`src/rtl/if_pkg.sv`:
```
// rtl/if_pkg.sv - shared types and constants for the instruction-fetch stage
package if_pkg;

    localparam int XLEN = 32;

    localparam logic [XLEN-1:0] NOP_INST = 32'h0000_0013;
    localparam logic [XLEN-1:0] PC_INCR  = 32'd4;

    typedef logic [XLEN-1:0] pc_t;
    typedef logic [XLEN-1:0] inst_t;

    typedef struct packed {
        pc_t   pc;
        inst_t inst;
    } fetch_entry_t;

endpackage

```
`src/rtl/if_fetch_unit_fifo.sv`:
```
// rtl/if_fetch_unit_fifo.sv - synchronous fetch_entry_t FIFO with flush
module fetch_fifo
    import if_pkg::*;
#(
    parameter  int DEPTH = 2,
    localparam int AW    = $clog2(DEPTH),
    localparam int CW    = AW + 1
) (
    input  logic         clk,
    input  logic         rst_n,
    input  logic         push,
    input  fetch_entry_t push_data,
    input  logic         pop,
    input  logic         flush,
    output fetch_entry_t head,
    output logic [CW-1:0] count,
    output logic         full,
    output logic         empty
);

    fetch_entry_t  mem [DEPTH];
    logic [AW-1:0] rd_ptr;
    logic [AW-1:0] wr_ptr;

    assign head  = mem[rd_ptr];
    assign full  = (count == CW'(DEPTH));
    assign empty = (count == '0);

    // Pointers and occupancy; DEPTH is a power of two so pointers wrap naturally.
    always_ff @(posedge clk or negedge rst_n) begin
        if (!rst_n) begin
            rd_ptr <= '0;
            wr_ptr <= '0;
            count  <= '0;
        end else if (flush) begin
            rd_ptr <= '0;
            wr_ptr <= '0;
            count  <= '0;
        end else begin
            if (push) wr_ptr <= wr_ptr + 1'b1;
            if (pop)  rd_ptr <= rd_ptr + 1'b1;
            count <= count + CW'(push) - CW'(pop);
        end
    end

    // Entry storage; contents are only observed while the entry is counted.
    always_ff @(posedge clk) begin
        if (push && !flush) mem[wr_ptr] <= push_data;
    end

endmodule

```
`src/rtl/if_fetch_unit.sv`:
```
// rtl/if_fetch_unit.sv - IF stage: PC, imem request/response, fetch queue, redirect (option: IF_MISALIGN_TRAP_EN)
module if_fetch_unit
    import if_pkg::*;
#(
    parameter int               WIDTH      = 32,
    parameter logic [WIDTH-1:0] RESET_PC   = 32'h0000_0000,
    parameter int               FIFO_DEPTH = 2
) (
    input  logic             i_clk,
    input  logic             i_rst_n,
    input  logic             ID_stall,
    input  logic             EX_redirect,
    input  logic [WIDTH-1:0] EX_target,
    output logic             imem_req_valid,
    input  logic             imem_req_ready,
    output logic [WIDTH-1:0] imem_req_addr,
    input  logic             imem_rsp_valid,
    input  logic [WIDTH-1:0] imem_rsp_data,
    output logic [WIDTH-1:0] IF_inst,
    output logic [WIDTH-1:0] IF_pc,
    output logic             IF_valid
`ifdef IF_MISALIGN_TRAP_EN
    ,
    output logic             IF_misalign
`endif
);

    localparam int CW = $clog2(FIFO_DEPTH) + 1;

    pc_t           pc;
    pc_t           redirect_pc;
    logic [CW-1:0] discard;
    logic [CW-1:0] infl_count;
    logic [CW-1:0] fq_count;
    logic [CW:0]   credit_used;
    fetch_entry_t  fq_head;
    fetch_entry_t  infl_head;
    fetch_entry_t  fq_push_data;
    fetch_entry_t  infl_push_data;
    logic          req_fire;
    logic          rsp_drop;
    logic          fq_push;
    logic          fq_pop;
    logic          fq_full;
    logic          fq_empty;
    logic          infl_full;
    logic          infl_empty;
    logic          unused_ok;

    // In-flight requests plus queued entries may never exceed the queue depth,
    // which is what guarantees the fetch queue has room for every response.
    assign credit_used    = {1'b0, infl_count} + {1'b0, fq_count};
    assign imem_req_valid = i_rst_n & (credit_used < (CW+1)'(FIFO_DEPTH)) & ~EX_redirect;
    assign imem_req_addr  = pc;
    assign req_fire       = imem_req_valid & imem_req_ready;

    // A response is stale if it belongs to a pre-redirect request, or arrives
    // in the redirect cycle itself (the queue is being flushed anyway).
    assign rsp_drop       = (discard != '0) | EX_redirect;
    assign fq_push        = imem_rsp_valid & ~rsp_drop;
    assign fq_pop         = IF_valid & ~ID_stall & ~EX_redirect;
    assign fq_push_data   = '{pc: infl_head.pc, inst: imem_rsp_data};
    assign infl_push_data = '{pc: pc, inst: '0};

    assign IF_valid = ~fq_empty;
    assign IF_inst  = IF_valid ? fq_head.inst : NOP_INST;
    assign IF_pc    = IF_valid ? fq_head.pc   : '0;

`ifdef IF_MISALIGN_TRAP_EN
    assign redirect_pc = {EX_target[WIDTH-1:2], 2'b00};
`else
    assign redirect_pc = EX_target;
`endif

    assign unused_ok = &{1'b0, fq_full, infl_full, infl_empty, infl_head.inst};

    fetch_fifo #(.DEPTH(FIFO_DEPTH)) u_fetch_q (
        .clk       (i_clk),
        .rst_n     (i_rst_n),
        .push      (fq_push),
        .push_data (fq_push_data),
        .pop       (fq_pop),
        .flush     (EX_redirect),
        .head      (fq_head),
        .count     (fq_count),
        .full      (fq_full),
        .empty     (fq_empty)
    );

    fetch_fifo #(.DEPTH(FIFO_DEPTH)) u_inflight_q (
        .clk       (i_clk),
        .rst_n     (i_rst_n),
        .push      (req_fire),
        .push_data (infl_push_data),
        .pop       (imem_rsp_valid),
        .flush     (1'b0),
        .head      (infl_head),
        .count     (infl_count),
        .full      (infl_full),
        .empty     (infl_empty)
    );

    // PC advance and stale-response accounting; a redirect overrides both.
    always_ff @(posedge i_clk or negedge i_rst_n) begin
        if (!i_rst_n) begin
            pc      <= RESET_PC;
            discard <= '0;
        end else if (EX_redirect) begin
            pc      <= redirect_pc;
            discard <= infl_count - CW'(imem_rsp_valid);
        end else begin
            if (req_fire) pc <= pc + PC_INCR;
            if (imem_rsp_valid && discard != '0) discard <= discard - 1'b1;
        end
    end

`ifdef IF_MISALIGN_TRAP_EN
    // One-cycle flag after a redirect to a target that is not word aligned.
    always_ff @(posedge i_clk or negedge i_rst_n) begin
        if (!i_rst_n) IF_misalign <= 1'b0;
        else          IF_misalign <= EX_redirect & (EX_target[1:0] != 2'b00);
    end
`endif

endmodule

```
`config.mk`:
```
export PLATFORM = sky130hd
export DESIGN_NAME = if_fetch_unit
export DESIGN_NICKNAME = d
export VERILOG_FILES = /design/src/rtl/if_pkg.sv /design/src/rtl/if_fetch_unit_fifo.sv /design/src/rtl/if_fetch_unit.sv
export SDC_FILE = /design/constraint.sdc
export NUM_CORES = 1
export LEC_CHECK = 0
export ABC_AREA = 1
export BUFFER_PORTS_ARGS = -buffer_cell sky130_fd_sc_hd__buf_2
export CORE_ASPECT_RATIO = 1.2
export CORE_MARGIN = 2
export CORE_UTILIZATION = 63
export DETAILED_ROUTE_END_ITERATION = 10
export PLACE_DENSITY = 0.94
export SLEW_MARGIN = 10
export SYNTH_ARGS = -nofsm -noshare
export SYNTH_HDL_FRONTEND = slang
export SYNTH_HIERARCHICAL = 1
export SYNTH_SLANG_ARGS = --single-unit
```
`constraint.sdc`:
```
create_clock -name i_clk -period 12.2 [get_ports i_clk]
set_input_delay 1.22 -clock i_clk [delete_from_list [all_inputs] [get_ports i_clk]]
set_output_delay 1.22 -clock i_clk [all_outputs]
set_load 0.02 [all_outputs]
```
==> impl_results.md <==
* Gpl congestion at 0.907
* Antenna Nets Post-Route at 0
* Port Buf Inserts at ~170
* Row count at 52
* Post-Syn Area at between 10000 and 15000 sq um
* Largest net degree at the start of global routing at 67
* Worst Hold Margin at between 0.5 and 0.6 ns
* Final nets at 1119
* Synthesized instance count at 872
* Max Slew Vio Count at 0
* Crit path kind: primary input to flop
* TritonRoute pass-1 iters at 5
* Fin Clk Skew at roughly 0.011 ns
* Hold Violations, Final at 0
* Syn Area/Cell at between 10 and 15 sq um
* Via-to-Cell Ratio at 5.46
* Number of max-cap violations at 0
* Initial core utilization at between 60% and 70%
* Min Tclk post-route at 4.39 ns
* Drt first-iter violations at just over 600
* CTS clk-pin slew, worst paths at 0.06 ns
* Worst-Skew Late Latency at ~0.50 ns
* Warnings from Yosys at 6
* Commonest non-fill, non-tap cell in the layout: edfxtp_1
* Crit path capture type: flop
* RSZ-0062 raised after global routing: false
* CTS Sinks at around 230
* Initial antenna violation count at 0
* Fillers at roughly 1000
* H-tree lvl count at 1
* DP Worst Slack at ~7.4 ns
* Grt total ovfl at 0
* Worst Setup Slack, final at between 7 and 8 ns
* Vias in the first global route at between 7000 and 8000
* Power Density at roughly 160 nW/um^2
* Postcts setup bufs at 0
* Worst hold path type: flop to flop
* Slew HR at between 20% and 30%
* Fmax at 228 MHz
* CTS Hold Bufs at 0
* # DRC at 0
* First-pass GRT wire length at roughly 36000 um
* Maximum vdd drop at around 0.10 mV
* Synth-to-Final Area Change at 16.4%
* Drt wl/cell at approximately 18 um
* IO Pins at ~170
* Clock buffer count from CTS at 22
* Final Setup Violations at 0
* Gr usage total at 25.5%
* Layout cells sized above 1 at approximately a third
* Tightest Pin Transition at roughly 1.1 ns
* Pleak at between 5 and 6 nW
* DR vias at ~7000
* Core Region at ~17000 sq um
* Die Ht at 146 um
* N_diodes at 0
* Clock Path Buffers at 3
* Die area at about 18000 sq um
* CP required at between 10 and 15 ns
* Resize count post-CTS at 0
* Die Wd at between 100 and 150 um
* Wirelength, routed at ~22000 um
* Final TNS setup at 0 ns
* Worst-path fanout max at 42
* Most frequent cells in the layout: edfxtp_1 (192), buf_2 (167), nand2_1 (138)
* Outcome: completed
* Register area at 6820 sq um
* HPWL after DPL at roughly 14000 um
* Critical Path AT at approximately 4.5 ns
* Root buffer cell: clkbuf_16
* Final Cycle Share at a little over a third
* Multi-input gate area at roughly 3200 sq um
* Worst Setup Start Kind: primary input
* CTS tree: built
## per-stage QoR
step | util [%] | power [mW] | instances | cell area [sq um]
final | 74.0 | 2.00 | 1273 | 12400
after global placement | 69.5 | 1.30 | 1233 | 11600
after floorplan | - | 1.20 | 874 | 10600
after CTS | 74.0 | 2.01 | 1273 | 12400
after global routing | 74.0 | 2.08 | 1273 | 12400
after detailed placement | 69.5 | 1.31 | 1233 | 11600
## registers in the layout (all words and copies together) (netlist names)
name                 cells
u_inflight_q/wr_ptr      1
u_fetch_q/wr_ptr         1
discard                  2
imem_req_addr           32
u_inflight_q/rd_ptr      1
u_fetch_q/mem          128
u_inflight_q/mem        64
u_fetch_q/rd_ptr         1
u_inflight_q/count       2
u_fetch_q/count          2
## layout make-up
class                           count  share of cell area [%]
Sequential cell                   234                    55.1
Inverter                          121                    3.67
Clock buffer                       31                    5.14
Clock inverter                      9                   0.900
Tap cell                          216                    2.18
Multi-Input combinational cell    489                    25.8
Timing Repair Buffer              173                    7.12
## worst max-delay path, cell delays in order
cell and delay (ns):
buf_2 0.35, inv_1 0.61, nand4_1 0.83, inv_2 0.75, nand2_1 0.18, nor2_2 0.13
buf_4 0.40
## routing by layer
metal,global-route usage (%),wire length [um]
met1,30.5,8160
met3,4.41,1630
met2,45.1,11900
met5,0,0
met4,10.7,788
## path summary, 6_finish.rpt
check,endpoint,cells past startpoint,slack [ns],startpoint
worst max-delay path,u_inflight_q/mem[0][39],7,7.81,EX_redirect
worst min-delay path,u_inflight_q/mem[0][32],0,0.54,imem_req_addr[0]
worst max register to register,u_inflight_q/mem[0][39],9,8.39,u_fetch_q/count[0]
worst min register to register,u_inflight_q/mem[0][32],0,0.54,imem_req_addr[0]
max in group asynchronous,u_fetch_q/rd_ptr,2,10.95,i_rst_n
min in group asynchronous,imem_req_addr[31],2,0.80,i_rst_n
## report_power, final
group	switching, mW	internal (mW)	total [mW]
clock network	0.286	0.409	0.694
registers	0.0543	0.909	0.963
logic	0.213	0.127	0.340
(Power assumes the default switching activity.)
